## src/rtl/vga_cmd_pkg.sv

```systemverilog
// Shared types and constants for the VGA command engine: FSM states,
// command register addresses and the coordinate-width helper.
package vga_cmd_pkg;

    typedef enum logic [2:0] {
        ST_IDLE,
        ST_PIXEL,
        ST_CLEAR,
        ST_RECT_SETUP,
        ST_RECT
    } state_t;

    localparam logic [31:0] CMD_CLEAR     = 32'h000;
    localparam logic [31:0] CMD_RECT_ORG  = 32'h004;
    localparam logic [31:0] CMD_RECT_SIZE = 32'h008;
    localparam logic [31:0] CMD_RECT_FILL = 32'h00C;

    // Bits needed to hold any coordinate up to and including the resolution itself.
    function automatic int coord_w(input int h_res, input int v_res);
        int m;
        m = (h_res > v_res) ? h_res : v_res;
        return $clog2(m + 1);
    endfunction

endpackage

```

## src/rtl/vga_rect_walker.sv

```systemverilog
// Raster walker: steps x/y across a rectangle and tracks the row base
// address incrementally, so no multiplier sits in the per-pixel loop.
module vga_rect_walker #(
    parameter int P_H_RES  = 640,
    parameter int P_ADDR_W = 19,
    parameter int P_CW     = 10
) (
    input  logic                clk,
    input  logic                rst,
    input  logic                start,
    input  logic                advance,
    input  logic [P_CW-1:0]     x_origin,
    input  logic [P_CW-1:0]     y_origin,
    input  logic [P_CW-1:0]     x_limit,
    input  logic [P_CW-1:0]     y_limit,
    input  logic [P_ADDR_W-1:0] row_base_init,
    output logic [P_ADDR_W-1:0] addr,
    output logic                last
);

    localparam logic [P_ADDR_W-1:0] H_STEP = P_ADDR_W'(P_H_RES);

    logic [P_CW-1:0]     x, y, x0_q, x_lim_q, y_lim_q;
    logic [P_ADDR_W-1:0] row_base;
    logic                row_end;

    assign row_end = (x == x_lim_q - P_CW'(1));
    assign last    = row_end && (y == y_lim_q - P_CW'(1));
    assign addr    = row_base + P_ADDR_W'(x);

    always_ff @(posedge clk) begin
        if (rst) begin
            x        <= '0;
            y        <= '0;
            x0_q     <= '0;
            x_lim_q  <= '0;
            y_lim_q  <= '0;
            row_base <= '0;
        end else if (start) begin
            x        <= x_origin;
            y        <= y_origin;
            x0_q     <= x_origin;
            x_lim_q  <= x_limit;
            y_lim_q  <= y_limit;
            row_base <= row_base_init;
        end else if (advance) begin
            if (row_end) begin
                x        <= x0_q;
                y        <= y + P_CW'(1);
                row_base <= row_base + H_STEP;
            end else begin
                x <= x + P_CW'(1);
            end
        end
    end

endmodule

```

## src/rtl/vga_command_engine.sv

```systemverilog
// Bus command front end for VRAM: single pixel writes, full-screen clear
// and clipped rectangle fill, one pixel write per unstalled cycle.
module vga_command_engine #(
    parameter int          P_H_RES       = 640,
    parameter int          P_V_RES       = 480,
    parameter int          P_ADDR_W      = 19,
    parameter int          P_DATA_W      = 16,
    parameter logic [31:0] P_BITMAP_BASE = 32'h100
) (
    input  logic                iCLOCK,
    input  logic                iRESET_SYNC,
    input  logic                iBUSMOD_REQ,
    input  logic [31:0]         iBUSMOD_ADDR,
    input  logic [31:0]         iBUSMOD_DATA,
    output logic                oBUSMOD_WAIT,
    output logic                oCMD_DONE,
    input  logic                iVRAM_WAIT,
    output logic                oVRAM_WRITE_REQ,
    output logic [P_ADDR_W-1:0] oVRAM_WRITE_ADDR,
    output logic [P_DATA_W-1:0] oVRAM_WRITE_DATA
);
    import vga_cmd_pkg::*;

    localparam int                  CW     = coord_w(P_H_RES, P_V_RES);
    localparam int                  NPIX   = P_H_RES * P_V_RES;
    localparam logic [32:0]         BMP_LO = {1'b0, P_BITMAP_BASE};
    localparam logic [32:0]         BMP_HI = BMP_LO + 33'(NPIX);
    localparam logic [P_ADDR_W-1:0] H_STEP = P_ADDR_W'(P_H_RES);

    state_t              state, state_next;
    logic                accept, is_bitmap, write_go, rect_empty;
    logic                walk_start, walk_advance, walk_last;
    logic [15:0]         rect_x0, rect_y0, rect_w, rect_h;
    logic [16:0]         x_sum, y_sum;
    logic [CW-1:0]       x_end, y_end;
    logic [CW-1:0]       walk_x0, walk_y0, walk_xl, walk_yl;
    logic [P_ADDR_W-1:0] walk_row, walk_addr, pixel_addr;
    logic [P_DATA_W-1:0] colour;

    assign oBUSMOD_WAIT     = iVRAM_WAIT || (state != ST_IDLE);
    assign accept           = iBUSMOD_REQ && !oBUSMOD_WAIT;
    assign is_bitmap        = ({1'b0, iBUSMOD_ADDR} >= BMP_LO) && ({1'b0, iBUSMOD_ADDR} < BMP_HI);
    assign write_go         = oVRAM_WRITE_REQ;
    assign oVRAM_WRITE_DATA = colour;

    // Clipping is done in 17 bits so origin+size cannot wrap before the min().
    assign rect_empty = (rect_x0 >= 16'(P_H_RES)) || (rect_y0 >= 16'(P_V_RES))
                        || (rect_w == 16'd0) || (rect_h == 16'd0);
    assign x_sum = {1'b0, rect_x0} + {1'b0, rect_w};
    assign y_sum = {1'b0, rect_y0} + {1'b0, rect_h};
    assign x_end = (x_sum > 17'(P_H_RES)) ? CW'(P_H_RES) : x_sum[CW-1:0];
    assign y_end = (y_sum > 17'(P_V_RES)) ? CW'(P_V_RES) : y_sum[CW-1:0];

    always_comb begin
        if (state == ST_RECT_SETUP) begin
            walk_x0  = rect_x0[CW-1:0];
            walk_y0  = rect_y0[CW-1:0];
            walk_xl  = x_end;
            walk_yl  = y_end;
            walk_row = P_ADDR_W'(rect_y0[CW-1:0]) * H_STEP;
        end else begin
            walk_x0  = '0;
            walk_y0  = '0;
            walk_xl  = CW'(P_H_RES);
            walk_yl  = CW'(P_V_RES);
            walk_row = '0;
        end
    end

    assign walk_start   = (accept && (iBUSMOD_ADDR == CMD_CLEAR))
                          || ((state == ST_RECT_SETUP) && !rect_empty);
    assign walk_advance = write_go && ((state == ST_CLEAR) || (state == ST_RECT));

    vga_rect_walker #(
        .P_H_RES  (P_H_RES),
        .P_ADDR_W (P_ADDR_W),
        .P_CW     (CW)
    ) u_walker (
        .clk           (iCLOCK),
        .rst           (iRESET_SYNC),
        .start         (walk_start),
        .advance       (walk_advance),
        .x_origin      (walk_x0),
        .y_origin      (walk_y0),
        .x_limit       (walk_xl),
        .y_limit       (walk_yl),
        .row_base_init (walk_row),
        .addr          (walk_addr),
        .last          (walk_last)
    );

    always_ff @(posedge iCLOCK) begin
        if (iRESET_SYNC) begin
            rect_x0    <= '0;
            rect_y0    <= '0;
            rect_w     <= '0;
            rect_h     <= '0;
            colour     <= '0;
            pixel_addr <= '0;
        end else if (accept) begin
            if (iBUSMOD_ADDR == CMD_RECT_ORG) begin
                rect_x0 <= iBUSMOD_DATA[15:0];
                rect_y0 <= iBUSMOD_DATA[31:16];
            end else if (iBUSMOD_ADDR == CMD_RECT_SIZE) begin
                rect_w <= iBUSMOD_DATA[15:0];
                rect_h <= iBUSMOD_DATA[31:16];
            end else if ((iBUSMOD_ADDR == CMD_CLEAR) || (iBUSMOD_ADDR == CMD_RECT_FILL)) begin
                colour <= iBUSMOD_DATA[P_DATA_W-1:0];
            end else if (is_bitmap) begin
                colour     <= iBUSMOD_DATA[P_DATA_W-1:0];
                pixel_addr <= P_ADDR_W'(iBUSMOD_ADDR - P_BITMAP_BASE);
            end
        end
    end

    always_ff @(posedge iCLOCK) begin
        if (iRESET_SYNC) state <= ST_IDLE;
        else             state <= state_next;
    end

    always_comb begin
        state_next = state;
        case (state)
            ST_IDLE: begin
                if (accept) begin
                    if (iBUSMOD_ADDR == CMD_CLEAR)          state_next = ST_CLEAR;
                    else if (iBUSMOD_ADDR == CMD_RECT_FILL) state_next = ST_RECT_SETUP;
                    else if (is_bitmap)                     state_next = ST_PIXEL;
                end
            end
            ST_PIXEL:      if (write_go) state_next = ST_IDLE;
            ST_CLEAR,
            ST_RECT:       if (write_go && walk_last) state_next = ST_IDLE;
            ST_RECT_SETUP: state_next = rect_empty ? ST_IDLE : ST_RECT;
            default:       state_next = ST_IDLE;
        endcase
    end

    always_comb begin
        oVRAM_WRITE_REQ  = 1'b0;
        oCMD_DONE        = 1'b0;
        oVRAM_WRITE_ADDR = walk_addr;
        case (state)
            ST_PIXEL: begin
                oVRAM_WRITE_REQ  = !iVRAM_WAIT;
                oVRAM_WRITE_ADDR = pixel_addr;
            end
            ST_CLEAR,
            ST_RECT: begin
                oVRAM_WRITE_REQ = !iVRAM_WAIT;
                oCMD_DONE       = !iVRAM_WAIT && walk_last;
            end
            ST_RECT_SETUP: oCMD_DONE = rect_empty;
            default: ;
        endcase
    end

endmodule
```

## config.mk

```make
export PLATFORM = sky130hd
export DESIGN_NAME = vga_command_engine
export DESIGN_NICKNAME = d
export VERILOG_FILES = /design/src/rtl/vga_cmd_pkg.sv /design/src/rtl/vga_rect_walker.sv /design/src/rtl/vga_command_engine.sv
export SDC_FILE = /design/constraint.sdc
export NUM_CORES = 1
export LEC_CHECK = 0
export BUFFER_PORTS_ARGS = -buffer_cell sky130_fd_sc_hd__buf_2
export CELL_PAD_IN_SITES_DETAIL_PLACEMENT = 1
export CELL_PAD_IN_SITES_GLOBAL_PLACEMENT = 1
export CORE_ASPECT_RATIO = 0.8
export CORE_MARGIN = 5
export CORE_UTILIZATION = 49
export CTS_BUF_LIST = sky130_fd_sc_hd__clkbuf_8 sky130_fd_sc_hd__clkbuf_16
export CTS_CLUSTER_SIZE = 10
export DETAILED_ROUTE_END_ITERATION = 8
export GPL_ROUTABILITY_DRIVEN = 0
export PLACE_DENSITY = 0.92
export REMOVE_ABC_BUFFERS = 1
export SETUP_SLACK_MARGIN = 0.5
export SLEW_MARGIN = 10
export SYNTH_ARGS = -nofsm -noshare
export SYNTH_HDL_FRONTEND = slang
export SYNTH_HIERARCHICAL = 1
export SYNTH_SLANG_ARGS = --single-unit
```

## constraint.sdc

```tcl
create_clock -name iCLOCK -period 5.3 [get_ports iCLOCK]
set_input_delay 0.795 -clock iCLOCK [delete_from_list [all_inputs] [get_ports iCLOCK]]
set_output_delay 0.795 -clock iCLOCK [all_outputs]
set_load 0.02 [all_outputs]
```

Word-level counts from Yosys, hierarchy flattened
Cells that the tools add are included.

Order comparisons: 6. Bitwise gates (word level): 3. Multipliers: 1. Eq/ne operators: 13. Add/subtract/negate cells: 9. Mux-type cells: 29. Reduce and logical (&&, ||, !) cells: 34.

Operators with widths (count): 2-to-1 mux 10 bit (12); 2-to-1 mux 19 bit (5); == test 32 x 4 -> 1 bit (second input constant) (2); adder 16 x 16 -> 17 bit (2); == test 32 x 3 -> 1 bit (second input constant) (1); greater-or-equal comparator 32 x 9 -> 1 bit (second input constant) (1); zero test 16 bit (2); zero test 32 bit (1); < comparator 32 x 19 -> 1 bit (second input constant) (1); 2-to-1 mux 16 bit (2); 2-to-1 mux 3 bit (7); adder 10 x 1 -> 10 bit (second input constant) (2); == test 10 bit (2); subtractor 10 x 1 -> 10 bit (second input constant) (2); adder 19 x 10 -> 19 bit (1); adder 19 x 10 -> 19 bit (second input constant) (1); subtractor 19 x 9 -> 19 bit (second input constant) (1); > comparator 17 x 10 -> 1 bit (second input constant) (1); > comparator 17 x 9 -> 1 bit (second input constant) (1); greater-or-equal comparator 16 x 10 -> 1 bit (second input constant) (1); greater-or-equal comparator 16 x 9 -> 1 bit (second input constant) (1); multiplier 10 x 3 -> 12 bit (second input constant) (1); case mux 3 bit (4 select lines) (1); logical AND 1 bit (8); 19 further kinds (36).

Input port bits: 68. Register bits after elaboration: 171. Word-level logic and storage cells: 108.

Depth between registers and ports, before layout
Word-level depth: 9. Mapped depth: 15. Depth with buffers taken out: 15.

Cells and area by module
Netlist, hierarchy kept.

By module, submodules not included: vga_command_engine (area each 6582.6 um^2, cells each 834, seq. area each 2042.0 um^2, times used 1); vga_rect_walker (area each 4843.4 um^2, cells each 605, seq. area each 1381.3 um^2, times used 1).

Least setup slack after synthesis
OpenSTA, ideal clock, no wires.

Kind: in2reg. Start point: in iBUSMOD_ADDR[9]. End point: reg u_walker.row_base[4]. Setup slack: 1.595 ns. Path buffers: 3. Stages on the path: 13. Arrival time: 3.577 ns. Setup time: 0.128 ns. Cell sequence: inv_1 ha_1 nand4b_1 or3_4 nor4_4 and3_1 nand2_1 nand2_1 clkbuf_1 clkbuf_1 clkbuf_1 mux2i_1 nor2_1.

Cells in the longest elaborated chain, start to end: 5. Elaborated cells on any way between the ends: 7. Classes of those cells: 1 x mux; 6 x reduce/logical.

Ends and longest elaborated chain: start: declaration (line vga_command_engine.sv:13) `input logic [31:0] iBUSMOD_ADDR,`; zero test 32 bit (*) (line vga_command_engine.sv:70) `assign walk_start = (accept && (iBUSMOD_ADDR == CMD_CLEAR))`; logical AND 1 bit (*) (line vga_command_engine.sv:70); logical OR 1 bit (*) (line vga_command_engine.sv:71) `|| ((state == ST_RECT_SETUP) && !rect_empty);`; via walk_start (line vga_command_engine.sv:32) `logic walk_start, walk_advance, walk_last;`; nonzero test 2 bit (no source line); AND reduction 2 bit (no source line); end signal: assignment (line vga_rect_walker.sv:45) `row_base <= row_base_init;`; end signal: assignment (line vga_rect_walker.sv:50) `row_base <= row_base + H_STEP;`; end: declaration (line vga_rect_walker.sv:24) `logic [P_ADDR_W-1:0] row_base;`.

Mark *: on every way through the listed nets, which the timed path passes. The rest lies on a longest branch. A chain may end at the register's enable or synchronous reset.

Final worst setup path
Start point: reg u_walker.x_lim_q[2]. End point: out oCMD_DONE.

Cells in the longest elaborated chain, start to end: 5.

Ends and longest elaborated chain: start: declaration (line vga_rect_walker.sv:23) `logic [P_CW-1:0] x, y, x0_q, x_lim_q, y_lim_q;`; start signal: assignment (line vga_rect_walker.sv:43) `x_lim_q <= x_limit;`; subtractor 10 x 1 -> 10 bit (line vga_rect_walker.sv:27) `assign row_end = (x == x_lim_q - P_CW'(1));`; == test 10 bit (line vga_rect_walker.sv:27); logical AND 1 bit (line vga_rect_walker.sv:28) `assign last = row_end && (y == y_lim_q - P_CW'(1));`; via walk_last (line vga_command_engine.sv:32); logical AND 1 bit (line vga_command_engine.sv:151) `oCMD_DONE = !iVRAM_WAIT && walk_last;`; case mux 1 bit (2 select lines) (line vga_command_engine.sv:143) `case (state)`; end: declaration (line vga_command_engine.sv:16) `output logic oCMD_DONE,`.

The timed path passes the listed nets, and every way through them passes these cells.

==> impl_metrics.env <==
export IMPL_dpl_cell_count=1788
export IMPL_syn_inst=1439
export IMPL_synth_most_common_cell="nand2_1"
export IMPL_synth_seq_cells=171
export IMPL_grt_usage_pct=28.4
export IMPL_post_cts_buffers=0
export IMPL_wire_per_inst_um=21.2
export IMPL_worst_pin_slew_ns=1.22
export IMPL_fin_nets=1632
export IMPL_start_kind="flip-flop"
export IMPL_hold_viol=0
export IMPL_crit_type="flip-flop to output pin"
export IMPL_cts_max_path_buffers=2
export IMPL_tns_ns=0
export IMPL_clock_sinks=171
export IMPL_arrival_ns=3.78
export IMPL_rr_worst_depth=10
export IMPL_peakVddDrop_v=0.000199
export IMPL_root_buffer="clkbuf_16"
export IMPL_synth_edf_count=0
export IMPL_leakage_nw=4.93
export IMPL_n_antenna_cell=0
export IMPL_period_share_pct=86.3
export IMPL_cts_made_buffers=17
export IMPL_htree_levels=4
export IMPL_cts_tree="built"
export IMPL_end_kind="output pin"
export IMPL_cts_clk_slew_worst_paths_ns=0.08
export IMPL_synth_compound_area_share_pct=18.0
export IMPL_die_x_um=181
export IMPL_core_area_um2=23200
export IMPL_cp_depth=11
export IMPL_ant_nets=0
export IMPL_synthTopCellsByCount="192 x nand2_1, 171 x dfxtp_1, 139 x nor2_1"
export IMPL_cp_num_buf_inv=2
export IMPL_placed_cell_area_um2=12100
export IMPL_synth_top_family_by_area="simple AND/OR/NAND/NOR gates"
export IMPL_status="finished, final reports clean"
export IMPL_synth_flop_cell="dfxtp_1"
export IMPL_syn_avg_cell_area_um2=7.94
export IMPL_overflow=0
export IMPL_fmax_mhz=219
export IMPL_via_per_inst=6.26
export IMPL_rows=50
export IMPL_path_cells="nor4_4 -> nand4b_1 -> a211oi_1 -> nor2_2 -> buf_4 -> a2111oi_2 -> nand2b_1 -> mux2i_1 -> nand3b_1 -> o21ai_0 -> buf_2"
export IMPL_drive_above_1_share_pct=13.7
export IMPL_drv_cap=0
export IMPL_portBuffers=105
export IMPL_fin_skew_ns=0.0155
export IMPL_die_y_um=147
export IMPL_worstHoldPathCells=2
export IMPL_first_global_vias=12100
export IMPL_synth_area_top_cells="dfxtp_1 30%, ha_1 7.1%, nand2_1 6.3%"
export IMPL_cp_required_ns=4.51
export IMPL_synth_cell_type_count=83
export IMPL_synthAdderAreaFrac_pct=7.82
export IMPL_synthXorXnorAreaFrac_pct=6.13
export IMPL_clk_insertion_delay_late_ns=0.45
export IMPL_critPathSlowestCell="nor4_4"
export IMPL_pin_count=106
export IMPL_synth_top_area_share_pct=30.0
export IMPL_rsz0062_at_grt="no"
export IMPL_syn2layout_area_growth_pct=11.5
export IMPL_synthesis_area_um2=11400
export IMPL_crit_path_max_incr_delay_ns=0.51
export IMPL_grt_antenna_before_repair=0
export IMPL_drc_errors=0
export IMPL_p_per_area_nw_per_um2=210
export IMPL_yosys_mux_area_fraction_pct=7.67
export IMPL_die_area_um2=26500
export IMPL_max_slew_margin_pct=17.9
export IMPL_first_iter_violations=1040
export IMPL_hold_path_class="flip-flop to flip-flop"
export IMPL_start_util_pct=49.2
export IMPL_synthArstFlopShare_pct=0
export IMPL_finalPower_mw=2.68
export IMPL_dp_hpwl_um=26700
export IMPL_grt_pass1_wl_um=63100
export IMPL_grt_max_degree=61
export IMPL_yosysSeqAreaShare_pct=30.0
export IMPL_critPathTopFamily="compound AO/OA/AOI/OAI gates"
export IMPL_yosys_area_top_type="dfxtp_1"
export IMPL_drt_total_wl_um=38600
export IMPL_via_count=11400
export IMPL_ys_warn_count=6
export IMPL_yosys_area_share_simple_pct=25.8
export IMPL_drtPass1Iterations=5
export IMPL_fin_util_pct=54.9
export IMPL_crit_fanout=22
export IMPL_worst_r2r_setup_slack_ns=1.43
export IMPL_final_area_um2=12700
export IMPL_min_period_ns=4.57
export IMPL_slew_violations=0
export IMPL_finalSetupViolCount=0
export IMPL_final_cells=1820
==> cells in the final DEF, fill, tap and decap left out, types with 5 or more instances in the layout <==
master     Yosys  routed
and3b_1        5       5
buf_4          2      15
buf_2         16     104
nor3b_1        9       8
inv_6          0       7
mux2_2        20      20
nor4_1        33      33
or3_1          8       8
nor2_1       139     139
or4_1          6       6
o211ai_1      16      16
nand4_1       29      29
nand2b_1      13      13
and2_1        24      24
o21ai_0       44      44
nor3_1        40      38
a211o_1        8       8
dfxtp_1      171     171
xor2_1        31      31
xnor2_1       49      49
a311oi_1       9       9
a31oi_1       19      19
nand3b_1       7       7
conb_1         1       8
nand2_1      192     191
nor2b_1        9       9
ha_1          65      65
mux2i_1       65      65
a21oi_1      106     106
a211oi_1      22      22
clkbuf_16      0      17
o21bai_1       7       7
o21a_1         7       7
a21o_1        14      14
nand3_1       36      35
and3_1        17      16
inv_1         39      39
o2111ai_1      5       5
==> cell type report <==
| class | count | area (um2) |
|---|---|---|
| repair buffers | 119 | 633 |
| flip-flops and latches | 171 | 3420 |
| clock buffers | 17 | 425 |
| multi-input cells | 1147 | 7550 |
| fillers | 2868 | 10500 |
| inverters | 39 | 146 |
| clock inverters | 15 | 171 |
| well taps | 312 | 390 |
==> path summary, 6_finish.rpt <==
path,startpoint,end
hold / removal,u_walker/x0_q[9]$_SDFFE_PP0P_,u_walker/x0_q[9]$_SDFFE_PP0P_
setup reg to reg,rect_w[7]$_SDFFE_PP0P_,u_walker/x[3]$_SDFFE_PP0P_
setup / recovery,u_walker/x_lim_q[2]$_SDFFE_PP0P_,oCMD_DONE
hold reg to reg,u_walker/x0_q[9]$_SDFFE_PP0P_,u_walker/x0_q[9]$_SDFFE_PP0P_
==> kinds of logic after synthesis <==
kind of cell             Yosys count
XOR/XNOR                          80
buffers and inverters            128
multiplexers                      85
other                              1
AO/OA/AOI/OAI                    311
flip-flops                       171
adder cells (fa/ha/maj)           69
AND/OR/NAND/NOR                  594
==> metrics by stage <==
stage               setup slack [ns]  hold slack [ns]
CTS                            0.567            0.477
detailed placement             0.993            0.465
finish                         0.727            0.479
global route                   0.572            0.507
floorplan                     -0.664            0.439
global placement                1.21            0.456
==> report_power, final <==
| part | total [mW] | switching, mW | internal [mW] | leakage [nW] |
|---|---|---|---|---|
| registers | 1.28 | 0.00000368 | 1.28 | 1.38 |
| clock network | 1.31 | 0.630 | 0.676 | 0.295 |
| logic | 0.0867 | 0.0586 | 0.0281 | 3.26 |
==> registers in the layout, indices dropped and copies added, names as in the netlist <==
name	cells
rect_y0	16
rect_x0	16
rect_w	16
u_walker/x	10
u_walker/y	10
rect_h	16
u_walker/x_lim_q	10
u_walker/y_lim_q	10
state	3
u_walker/row_base	19
u_walker/x0_q	10
pixel_addr	19
oVRAM_WRITE_DATA	16
==> metal layers <==
metal / global-route usage, % / share of wire (%)
met5: 0 / 0
met4: 10.1 / 3.1
met3: 5.45 / 5.8
met2: 48.0 / 48
met1: 36.2 / 43
==> repair_timing <==
action,in CTS,in global routing
gates cloned,0,0
gates resized for setup,1,2
endpoints found under the setup margin,1,5
hold buffers,0,0
==> worst min-delay path, cell delays in order, from the launching register on <==
cell	delay, ns
dfxtp_1	0.31
nand2_1	0.06
a21oi_1	0.06
Power figures use the tool's default switching activity.
